**src/rtl/nn_aarch_pkg.sv**
```systemverilog
// nn_aarch_pkg: shared widths, element type and loader state encoding for the MLP datapath
package nn_aarch_pkg;

    localparam int DATA_W = 8;
    localparam int IN_DIM = 16;
    localparam int IDX_W  = $clog2(IN_DIM);

    typedef logic signed [DATA_W-1:0] data_t;

    typedef enum logic [1:0] {
        FILL,
        LAUNCH,
        WAIT,
        DRAIN
    } loader_state_e;

endpackage

```
**src/rtl/input_frame_loader_if.sv**
```systemverilog
// input_frame_loader_if: valid/ready element stream feeding the frame loader
interface input_frame_loader_if #(
    parameter int DATA_W = nn_aarch_pkg::DATA_W
);

    logic              s_valid;
    logic [DATA_W-1:0] s_data;
    logic              s_last;
    logic              s_ready;

    modport master (output s_valid, s_data, s_last, input s_ready);
    modport slave  (input s_valid, s_data, s_last, output s_ready);

endinterface

```
**src/rtl/input_frame_loader.sv**
```systemverilog
// input_frame_loader: packs streamed elements into a flat vector, launches the network, rejects malformed frames
module input_frame_loader #(
    parameter int DATA_W = nn_aarch_pkg::DATA_W,
    parameter int IN_DIM = nn_aarch_pkg::IN_DIM,
    parameter int CNT_W  = 16
) (
    input  logic                     clk,
    input  logic                     rst_n,
    input_frame_loader_if.slave      s,
    input  logic                     net_done,
    output logic [DATA_W*IN_DIM-1:0] bus_out,
    output logic                     start,
    output logic                     busy,
    output logic                     frame_err,
    output logic [CNT_W-1:0]         frame_count
);

    import nn_aarch_pkg::*;

    localparam int              IW       = $clog2(IN_DIM);
    localparam logic [IW-1:0]   LAST_IDX = IW'(IN_DIM - 1);

    loader_state_e             state_q, state_d;
    logic [IW-1:0]             idx_q, idx_d;
    logic [DATA_W*IN_DIM-1:0]  bus_q, bus_d;
    logic                      err_q, err_d;
    logic [CNT_W-1:0]          cnt_q, cnt_d;
    logic                      beat, fill_beat, at_end;

    // state register and datapath flops, asynchronously cleared
    always_ff @(posedge clk or negedge rst_n) begin
        if (!rst_n) begin
            state_q <= FILL;
            idx_q   <= '0;
            bus_q   <= '0;
            err_q   <= 1'b0;
            cnt_q   <= '0;
        end else begin
            state_q <= state_d;
            idx_q   <= idx_d;
            bus_q   <= bus_d;
            err_q   <= err_d;
            cnt_q   <= cnt_d;
        end
    end

    // next state: a frame completes only when s_last lands exactly on the final slot
    always_comb begin
        state_d = state_q;
        case (state_q)
            FILL:    if (beat && at_end) state_d = s.s_last ? LAUNCH : DRAIN;
            LAUNCH:  state_d = WAIT;
            WAIT:    if (net_done) state_d = FILL;
            DRAIN:   if (beat && s.s_last) state_d = FILL;
            default: state_d = FILL;
        endcase
    end

    // state decode; s_ready is held low while reset is asserted
    always_comb begin
        s.s_ready = rst_n && (state_q == FILL || state_q == DRAIN);
        start     = state_q == LAUNCH;
        busy      = state_q == WAIT;
    end

    // packing, error pulse and launch counter; beats are stored only when they are not the offending one
    always_comb begin
        beat      = s.s_valid && s.s_ready;
        fill_beat = beat && state_q == FILL;
        at_end    = idx_q == LAST_IDX;
        idx_d     = (fill_beat && !s.s_last && !at_end) ? idx_q + 1'b1
                  : (fill_beat || state_q != FILL) ? '0 : idx_q;
        bus_d     = bus_q;
        if (fill_beat && s.s_last == at_end) bus_d[idx_q*DATA_W +: DATA_W] = s.s_data;
        err_d     = fill_beat && s.s_last != at_end;
        cnt_d     = cnt_q + CNT_W'(fill_beat && s.s_last && at_end);
    end

    assign bus_out     = bus_q;
    assign frame_err   = err_q;
    assign frame_count = cnt_q;

endmodule

```
**src/flat_wrapper.sv**
```systemverilog
// flat-port wrapper written by rule: the top's interface ports become plain ports
module input_frame_loader_flat import nn_aarch_pkg::*;
#(
    parameter int DATA_W = nn_aarch_pkg::DATA_W,
    parameter int IN_DIM = nn_aarch_pkg::IN_DIM,
    parameter int CNT_W  = 16
)
  (clk, rst_n, net_done, bus_out, start, busy, frame_err, frame_count, s_s_valid, s_s_data, s_s_last, s_s_ready);
  input_frame_loader_if #(.DATA_W(DATA_W)) s_i ();
  input  logic clk;
  input  logic rst_n;
  input  logic net_done;
  output logic [DATA_W*IN_DIM-1:0] bus_out;
  output logic start;
  output logic busy;
  output logic frame_err;
  output logic [CNT_W-1:0] frame_count;
  input wire logic [$bits(s_i.s_valid)-1:0] s_s_valid;
  input wire logic [$bits(s_i.s_data)-1:0] s_s_data;
  input wire logic [$bits(s_i.s_last)-1:0] s_s_last;
  output wire logic [$bits(s_i.s_ready)-1:0] s_s_ready;
  assign s_i.s_valid = s_s_valid;
  assign s_i.s_data = s_s_data;
  assign s_i.s_last = s_s_last;
  assign s_s_ready = s_i.s_ready;
  input_frame_loader #(.DATA_W(DATA_W), .IN_DIM(IN_DIM), .CNT_W(CNT_W)) u_core (.clk(clk), .rst_n(rst_n), .s(s_i), .net_done(net_done), .bus_out(bus_out), .start(start), .busy(busy), .frame_err(frame_err), .frame_count(frame_count));
endmodule
```
**config.mk**
```make
export PLATFORM = sky130hd
export DESIGN_NAME = input_frame_loader_flat
export DESIGN_NICKNAME = d
export VERILOG_FILES = /design/src/rtl/nn_aarch_pkg.sv /design/src/rtl/input_frame_loader_if.sv /design/src/rtl/input_frame_loader.sv /design/src/flat_wrapper.sv
export SDC_FILE = /design/constraint.sdc
export NUM_CORES = 1
export LEC_CHECK = 0
export CAP_MARGIN = 20
export CORE_UTILIZATION = 53
export CTS_BUF_LIST = sky130_fd_sc_hd__clkbuf_4 sky130_fd_sc_hd__clkbuf_8 sky130_fd_sc_hd__clkbuf_16
export CTS_CLUSTER_DIAMETER = 200
export DETAILED_ROUTE_END_ITERATION = 16
export GPL_TIMING_DRIVEN = 0
export PLACE_DENSITY_LB_ADDON = 0.08
export SYNTH_ARGS = -nofsm -noshare
export SYNTH_HDL_FRONTEND = slang
export SYNTH_SLANG_ARGS = --single-unit
```
**constraint.sdc**
```tcl
create_clock -name clk -period 7.35 [get_ports clk]
set_input_delay 2.205 -clock clk [delete_from_list [all_inputs] [get_ports clk]]
set_output_delay 2.205 -clock clk [all_outputs]
set_load 0.02 [all_outputs]
```
# Yosys cells after proc, flatten, opt, wreduce, memory -nomap -nowiden
# Cells that the tools add are included.
# totals
regBits	151
latchBits	0
ram_bits	0
romBits	0
in_bits	13
output_inout_bits	148
wordCells	46
n_memories	0
# op_classes
add_sub_neg	3
mul	0
div	0
n_lt_le_gt_ge	0
eq_ne	9
n_shift	2
n_mux	8
bitwise_logic	0
n_reduce_logical	19
# op_table
operator	n
$bwmux 128	1
$shift 8x34->128 const A	1
$shiftx 8x34->128	1
$neg 7->34	1
$add 16x1->16	1
$logic_and 1x1->1	11
$mux 2	4
$mux 4	2
$pmux 2 s4	1
$add 4x1->4 const B	1
$eq 2x2->1 const B	2
$eq 4x4->1 const B	1
$ne 2x1->1 const B	2
$reduce_bool 2->1	2
$reduce_and 3->1	1
$eq 2x1->1 const B	1
$logic_not 1->1	2
$logic_not 2->1	1
$logic_or 1x1->1	2
$ne 2x2->1 const B	1
$eq 1x1->1	1
$ne 1x1->1	1

# Logic depth before layout (Yosys ltp)
# logic_depth
ltp_word	8
mapped_depth	10
mapped_depth_nobuf	10

# Worst setup path before layout
# OpenSTA, ideal clock, no wires.
# synth_path
path_type	input-to-output
start	input rst_n
end	output s_s_ready
arrival_time_ns	2.532
t_required_ns	5.145
path_slack_ns	2.613
path_stages	1
n_path_buf	0
cell_sequence	nor2b_1
# synth_via
elab_chain_len	1
# synth_lines
element	line_no	rtl
start: declaration	flat_wrapper.sv:11	input logic rst_n;
$logic_and 1x1->1	input_frame_loader.sv:61	s.s_ready = rst_n && (state_q == FILL || state_q == DRAIN);
end: declaration	flat_wrapper.sv:21	output wire logic [$bits(s_i.s_ready)-1:0] s_s_ready;
# No other way between the ends.

# Final worst setup path
# Same ends and word-level chain as after synthesis.

==> results.md <==
- Status: finished, final reports clean
- Endpoints failing setup: 0
- Mapped cell area: around 6600 um2
- Post-CTS setup buffer count: 0
- Via count: around 4500
- Total CTS buffers: 17
- WHS Path Cells: 1
- CP arrival: 3.60 ns
- Largest cells by area after synthesis: dfrtp_1, mux2_2, mux2i_1
- Clock sink count: between 150 and 200
- Routed WL per cell: roughly 18 um
- Sequential share of the synthesized area: 57.2%
- Site row count: 40
- Post-DP HPWL: 10600 um
- H-tree depth: 4
- Grt ovf: 0
- Root Buffer Master: clkbuf_16
- # nets final: 693
- Peak Freq: 172 MHz
- Max-cap violations: 0
- WHS: 0.471 ns
- Post-CTS resize count: 0
- Gr usage total: 25.3%
- Crit Path Class: input port to output port
- Die ar.: 12900 um2
- P per Cell Area: 220 nW/um2
- Period utilisation layout: 79.0%
- Yosys warnings: 0
- Chip width: 114 um
- Hold Path Class: register to register
- Most frequent cells after synthesis: dfrtp_1, mux2_2, and2_1
- Clk Latency, worst-skew pair: 0.41 ns
- Pin count of the biggest net entering global routing: 79
- Critical Path Sink Type: output port
- Min-delay src: u_core.frame_count[15]
- Worst IR Drop VDD: 0.158 mV
- Initial Util: roughly 55%
- Ratio of cells with drive above 1 in the final layout: 25.1%
- RR Startpoint: u_core.idx_q[0]
- Routed Antenna Nets: 0
- Cells after synthesis: 488
- Unrepaired setup endpoints after global routing: no
- Routed wire length: 15200 um
- N_diodes: 0
- Vias/cell: 5.30
- Worst Skew: 0.00390 ns
- Min Tclk post-route: just under 6 ns
- Cell count of the worst reg-to-reg path: 7
- Clock-pin slew on the worst setup and hold paths: 0.05 ns
- I/O Buffers: 159
- Fill count: 839
- EDFF count, synth: 0
- Layout Area Growth over Synthesis: 35.4%
- Mean post-synth cell area: around 14 um2
- CP Max Fanout: between 70 and 80
- Final routed DRC violation total: 0
- Reg2Reg Setup Slack: 4.39 ns
- CTS tree: done
- Detailed Route Iter0 Violations: 198
- Top-count cell post-synth: dfrtp_1
- Clock buffer depth: 2
- Netlist cell types: 40
- Core area: ~12000 um2
- Asr flop ratio synth: 100%
- Mapped Nets: between 500 and 600
- Hold-fix buffers, CTS: 0
- First-pass DRT Iterations: 4
- Startpoint Class: input port
- Flops & latches, synth: 151
- Most used flip-flop cell after synthesis: dfrtp_1
- First-pass GRT wire length: ~25000 um
- Least-Margin Pin Slew: 1.00 ns
- Leakage power: roughly 4.4 nW
- Die H: roughly 110 um
- Worst R2R End: u_core.bus_out[54]
- Max_slew headroom: 32.8%
- I/O Pins: 161
- Final Util: 74.2%
- Initial antenna violation count: 0
- Count of final max-slew check failures: 0
- RD Place Congestion: 0.847
- Synth area leader: dfrtp_1
- CP required: slightly above 5 ns
- Final Hold Viols: 0
- Number of global-route vias before repair: 4762
- Worst Hold End: u_core.frame_count[15]
- Top-area cell type share of the netlist area: 57.2%
## report_power, final
part / internal [mW] / switching, mW
combinational: 0.140 / 0.180
sequential: 0.866 / 0.0243
clock: 0.452 / 0.305
total: 1.46 / 0.509
## placed cells by master (no fill, tap or decap), drive strengths merged
| cell | netlist | final |
|---|---|---|
| clkdlybuf4s50 | 0 | 158 |
| dfrtp | 151 | 151 |
| mux2 | 114 | 114 |
| and2 | 26 | 26 |
| clkbuf | 4 | 25 |
| nand2 | 23 | 23 |
| inv | 22 | 22 |
| mux2i | 18 | 18 |
| buf | 14 | 16 |
| ha | 13 | 13 |
| and3 | 11 | 11 |
| xnor2 | 11 | 11 |
| nand3 | 10 | 10 |
| nor3 | 9 | 9 |
| nor2 | 9 | 9 |
| and4b | 9 | 9 |
| nand4 | 7 | 7 |
| o21ai | 6 | 6 |
| nand2b | 6 | 6 |
| xor2 | 5 | 5 |
| clkinv | 0 | 4 |
| a21oi | 4 | 4 |
| nand3b | 3 | 3 |
| nand4b | 3 | 3 |
| nor2b | 1 | 1 |
| a2111oi | 1 | 1 |
| nor3b | 1 | 1 |
| a211o | 1 | 1 |
| nor4b | 1 | 1 |
| a211oi | 1 | 1 |
| a21bo | 1 | 1 |
| a41o | 1 | 1 |
| and4 | 1 | 1 |
| a22o | 1 | 1 |
| clkinvlp | 0 | 1 |
## worst max path at each step
stage | from | to | slack (ns) | cells past startpoint
global route | rst_n | s_s_ready | 1.39 | 3
floorplan | rst_n | s_s_ready | 2.61 | 1
detailed placement | rst_n | s_s_ready | 1.52 | 3
CTS | rst_n | s_s_ready | 1.51 | 3
global placement | rst_n | s_s_ready | -3.42 | 3
finish | rst_n | s_s_ready | 1.54 | 3
## state kept, by name, summed over array words and instances (netlist names)
signal,flops
u_core.idx_q,4
u_core.state_q,2
u_core.frame_err,1
u_core.frame_count,16
u_core.bus_out,128
## stage by stage
| stage | total power, mW | std cells | area [um2] | TNS, ns | worst slack, ns |
|---|---|---|---|---|---|
| 4_1_cts | 1.99 | 842 | 8950 | 0 | 1.51 |
| 5_1_grt | 2.05 | 842 | 8950 | 0 | 1.39 |
| 6_report | 1.97 | 842 | 8950 | 0 | 1.54 |
| 3_3_place_gp | 1.21 | 815 | 8410 | -658.02 | -3.42 |
| 3_5_place_dp | 1.23 | 816 | 8440 | 0 | 1.52 |
| 2_1_floorplan | 1.09 | 488 | 6610 | 0 | 2.61 |
## cell type report
cell class	instances	area [um2]	area share, %
tap	168	210	2.35
timing repair buffer	160	1620	18.1
buffer	18	92.6	1.03
inverter	22	82.6	0.923
clock buffer	21	480	5.37
sequential	151	3780	42.2
multi-input combinational	297	2660	29.7
clock inverter	5	27.5	0.308
## worst max-delay path, cell delays in order
cell and delay (ns):
buf_6 0.51, nor2b_1 0.21, clkdlybuf4s50_1 0.61
## layer usage
layer / track usage, % / wire (um)
met1: 32.3 / 6620
met2: 42.2 / 7600
met3: 6.16 / 812
met4: 8.95 / 197
met5: 0 / 0
## cells by family (layout without fill, tap and decap cells)
kind of cell	Yosys count	after routing	share of synthesized area, %
DFF	151	151	57.2
muxes	132	132	22.2
and+or+nand+nor	120	120	11.3
buffers and inverters	40	226	2.65
AOI/OAI and AO/OA	16	16	2.10
xor gates and xnor gates	16	16	2.12
adders and majority gates	13	13	2.46
No activity file was read; power rests on OpenSTA's default activity.
==> variant 1: new RTL, config.mk and constraints unchanged <==
Put one more register stage on the output `frame_count`, with the module's reset. The value now appears one clock later. The other outputs are not delayed to match.
--- a/src/rtl/input_frame_loader.sv
+++ b/src/rtl/input_frame_loader.sv
@@ -79,5 +79,11 @@
     assign bus_out     = bus_q;
     assign frame_err   = err_q;
-    assign frame_count = cnt_q;
+    always_ff @(posedge clk or negedge rst_n) begin
+        if (!rst_n) begin
+            frame_count <= '0;
+        end else begin
+            frame_count <= cnt_q;
+        end
+    end
 
 endmodule
Function: same outputs for any inputs over 4 cycles, from zero or initial values and one cycle with rst_n low; that may be too few to reach the edited logic, so the function may still have changed.
==> variant 1 against the original RTL <==
Via count grew 5.6%. Clock skew grew 6.2 ps. Design area grew 6.2%. Critical path type unchanged. Synthesized area grew 6.7%. Register-to-register slack lost 220 ps. Final cell count grew 5.8%. Routed wire length grew 4.8%. Sequential cell count grew 16. Worst hold slack lost 73 ps. Setup slack gained 48 ps. Maximum frequency grew 0.82%.
Power is not compared: it rests on default switching activity, and its combinational part moved more than twofold at a synthesized area within 25%.
==> variant 1: results <==
export IMPL_grt_max_degree=90
export IMPL_synth_distinct_cells=39
export IMPL_buf_share_pct=18.21
export IMPL_clkbuf_count=19
export IMPL_reg2regPathDepth=8
export IMPL_place_area_sq_um=8909
export IMPL_clkLatencyLatePin_ps=430
export IMPL_final_area_sq_um=9500
export IMPL_whs_ps=398.4
export IMPL_holdPathStages=0
export IMPL_finalClockSkew_ps=10.07
export IMPL_path_max_fanout=83
export IMPL_first_global_vias=4973
export IMPL_multi_input_area_share_pct=28.04
export IMPL_slowest_delay_ps=630
export IMPL_syn_nets=551
export IMPL_cts_sinks=167
export IMPL_io_buffers=160
export IMPL_synth_commonest_cells="167 x dfrtp_1, 105 x mux2_2, 35 x nand2_1"
export IMPL_ff2ff_setup_slack_ps=4170
export IMPL_synthAdderAreaFrac_pct=2.306
export IMPL_synth_xor_area_share_pct=2.111
export IMPL_worstPathArrival_ps=3550
export IMPL_seqCellArea_sq_um=4179
export IMPL_routed_wl_microns=15960
export IMPL_outcome="complete, no violations"
export IMPL_gp_congestion=0.8756
export IMPL_nNonClkBuffers=179
export IMPL_preCtsSetupSlack_ps=1568
export IMPL_ys_seq_area_share_pct=59.24
export IMPL_drt_iter0_markers=303
export IMPL_grt_usage_pct=25.04
export IMPL_vias=4713
export IMPL_synth_compound_area_share_pct=1.064
export IMPL_synth_top_area_share_pct=59.24
## variant 1: cell count changes in the layout (fill, tap and decap cells not counted), moves of 5 or more
cell,delta
nor3_1,-5
mux2_2,-8
and2_1,-8
dfrtp_1,+16
nand2_1,+12
inv_1,+10
and4b_1,-8
mux2i_1,+8
and3_1,+14
## variant 1: routing by layer
metal  track usage (%)  share of wire (%)  vias to the layer above
met2             42.97                 51                      139
met3             6.712                5.6                       21
met4             9.172                1.9                        0
li1                  -                  -                     2175
met1             30.17                 41                     2378
met5                 0                  0                        -
## variant 1: worst max path at each step
stage	from	to	slack [ps]
floorplan	rst_n	s_s_ready	2610
global placement	rst_n	u_core.cnt_q[14]	-3970
detailed placement	rst_n	s_s_ready	1570
CTS	rst_n	s_s_ready	1560
global route	rst_n	s_s_ready	1450
finish	rst_n	s_s_ready	1590
## variant 1: cells by family after synthesis
group,Yosys count
buf+inv,49
mux,132
xor+xnor,17
flops,167
compound gates,12
fa+ha+maj,13
simple gates,135
==> variant 2: new RTL, same settings <==
Made on the original files. `DATA_W`: 8 -> 9.
--- a/src/rtl/nn_aarch_pkg.sv
+++ b/src/rtl/nn_aarch_pkg.sv
@@ -2,5 +2,5 @@
 package nn_aarch_pkg;
 
-    localparam int DATA_W = 8;
+    localparam int DATA_W = 9;
     localparam int IN_DIM = 16;
     localparam int IDX_W  = $clog2(IN_DIM);
Ports: changed (resized bus_out and s_s_data); port bits go from 161 to 178. The function was not compared with the original's and may differ.
==> variant 2 against the original RTL <==
Setup slack improved by 170 ps. Sequential cell count is 16 higher. Sequential share of layout area increased by 1.3 points. Power grew 21%. Routed wire length is 11% higher. Design area increased by 7.4%. Synthesized cell count shrank 2.5%. Synthesized area up 6.4%. Critical path type unchanged. Critical endpoint unchanged. Largest cell class unchanged. Largest power group unchanged.
==> variant 2: results <==
export IMPL_drt_iter0_markers=234
export IMPL_syn_nets=503
export IMPL_wl_per_cell_microns=19.67
export IMPL_synth_commonest_cells="167 x dfrtp_1, 141 x mux2_2, 28 x and2_1"
export IMPL_met3_usage_pct=9.887
export IMPL_outcome="complete, no violations"
export IMPL_synthTopCellsByArea="dfrtp_1 59%, mux2_2 23%, and2_1 2.5%, ha_1 2.3%, nor3_4 1.6%"
export IMPL_p_sw_mw=0.6524
export IMPL_worstPathArrival_ps=3430
export IMPL_dp_cells=825
export IMPL_p_leak_nw=4.498
export IMPL_synth_distinct_cells=36
export IMPL_n_fill_cell=827
export IMPL_vias=4618
export IMPL_place_area_sq_um=9039
export IMPL_ys_seq_area_share_pct=59.45
export IMPL_syn_inst=476
export IMPL_grt_usage_pct=26.51
export IMPL_io_buffers=176
export IMPL_grt_max_degree=99
export IMPL_final_nets=700
export IMPL_grt_pass1_wl_microns=26410
export IMPL_largest_reg_flops=144
export IMPL_relSlewSlack_pct=26.88
export IMPL_drive_gt1_share_pct=29.20
export IMPL_path_max_fanout=74
export IMPL_vias_per_cell=5.389
export IMPL_grt_use_met1_pct=32.65
export IMPL_detail_route_first_pass_iterations=5
export IMPL_regToRegEndpoint="u_core.bus_out[76]"
## variant 2: cell count changes after synthesis, sizes merged, moves of 4 or more
cell and change:
nand2b -4, dfrtp +16, nand2 -8, and4b -8, buf -9, nand4 -6, mux2i -16, nor3 +13
inv -17, a21oi -4, mux2 +31
## variant 2: how the worst min path moves through the flow
stage                             end                    from  cells past startpoint  slack [ps]
6_report       u_core.frame_count[15]  u_core.frame_count[15]                      1         470
5_1_grt        u_core.frame_count[15]  u_core.frame_count[15]                      1         500
4_1_cts        u_core.frame_count[15]  u_core.frame_count[15]                      1         480
3_5_place_dp   u_core.frame_count[15]  u_core.frame_count[15]                      1         470
3_3_place_gp   u_core.frame_count[15]  u_core.frame_count[15]                      1         460
2_1_floorplan       u_core.state_q[0]       u_core.state_q[0]                      1         540
## variant 2: critical path: stages
cell and delay [ps]:
buf_8 400, nor2b_1 190, clkdlybuf4s50_1 600
## variant 2: cell type report
type | count | area share (%)
Multi-Input combinational cell | 297 | 29.07
Clock inverter | 9 | 0.7815
Clock buffer | 22 | 5.079
Tap cell | 172 | 2.240
Timing Repair Buffer | 178 | 18.73
Inverter | 5 | 0.1954
Buffer | 7 | 0.4038
Sequential cell | 167 | 43.50
## variant 2: power by group through the flow
stage	Sequential, mW	Combinational (mW)	Clock [mW]
detailed placement	1.05	0.502	0
global placement	1.05	0.487	0
CTS	1.04	0.505	0.853
finish	1.04	0.504	0.837
floorplan	1.13	0.182	0
global route	1.04	0.539	0.886
## variant 2: cells by family (layout without fill, tap and decap cells)
group,after synthesis,after routing,synth area share [%]
xor+xnor,15,15,1.869
mux,147,147,23.51
simple gates,110,110,10.68
buf+inv,12,221,0.8189
compound gates,12,12,1.353
fa+ha+maj,13,13,2.314
flops,167,167,59.45
## variant 2: per-layer routing
metal  up-vias  share of wire (%)
met4         0                1.2
met2       149                 50
li1       2079                  -
met5         -                  0
met3        17                7.9
met1      2373                 40
## variant 2: metrics by stage
stage                     total power [mW]  TNS, ps  util (%)
final                                2.377        0     75.21
after global routing                 2.470        0     75.21
after CTS                            2.394        0     75.17
after detailed placement             1.552        0     70.76
after global placement               1.534  -937400     70.51
after floorplan                      1.312        0         -
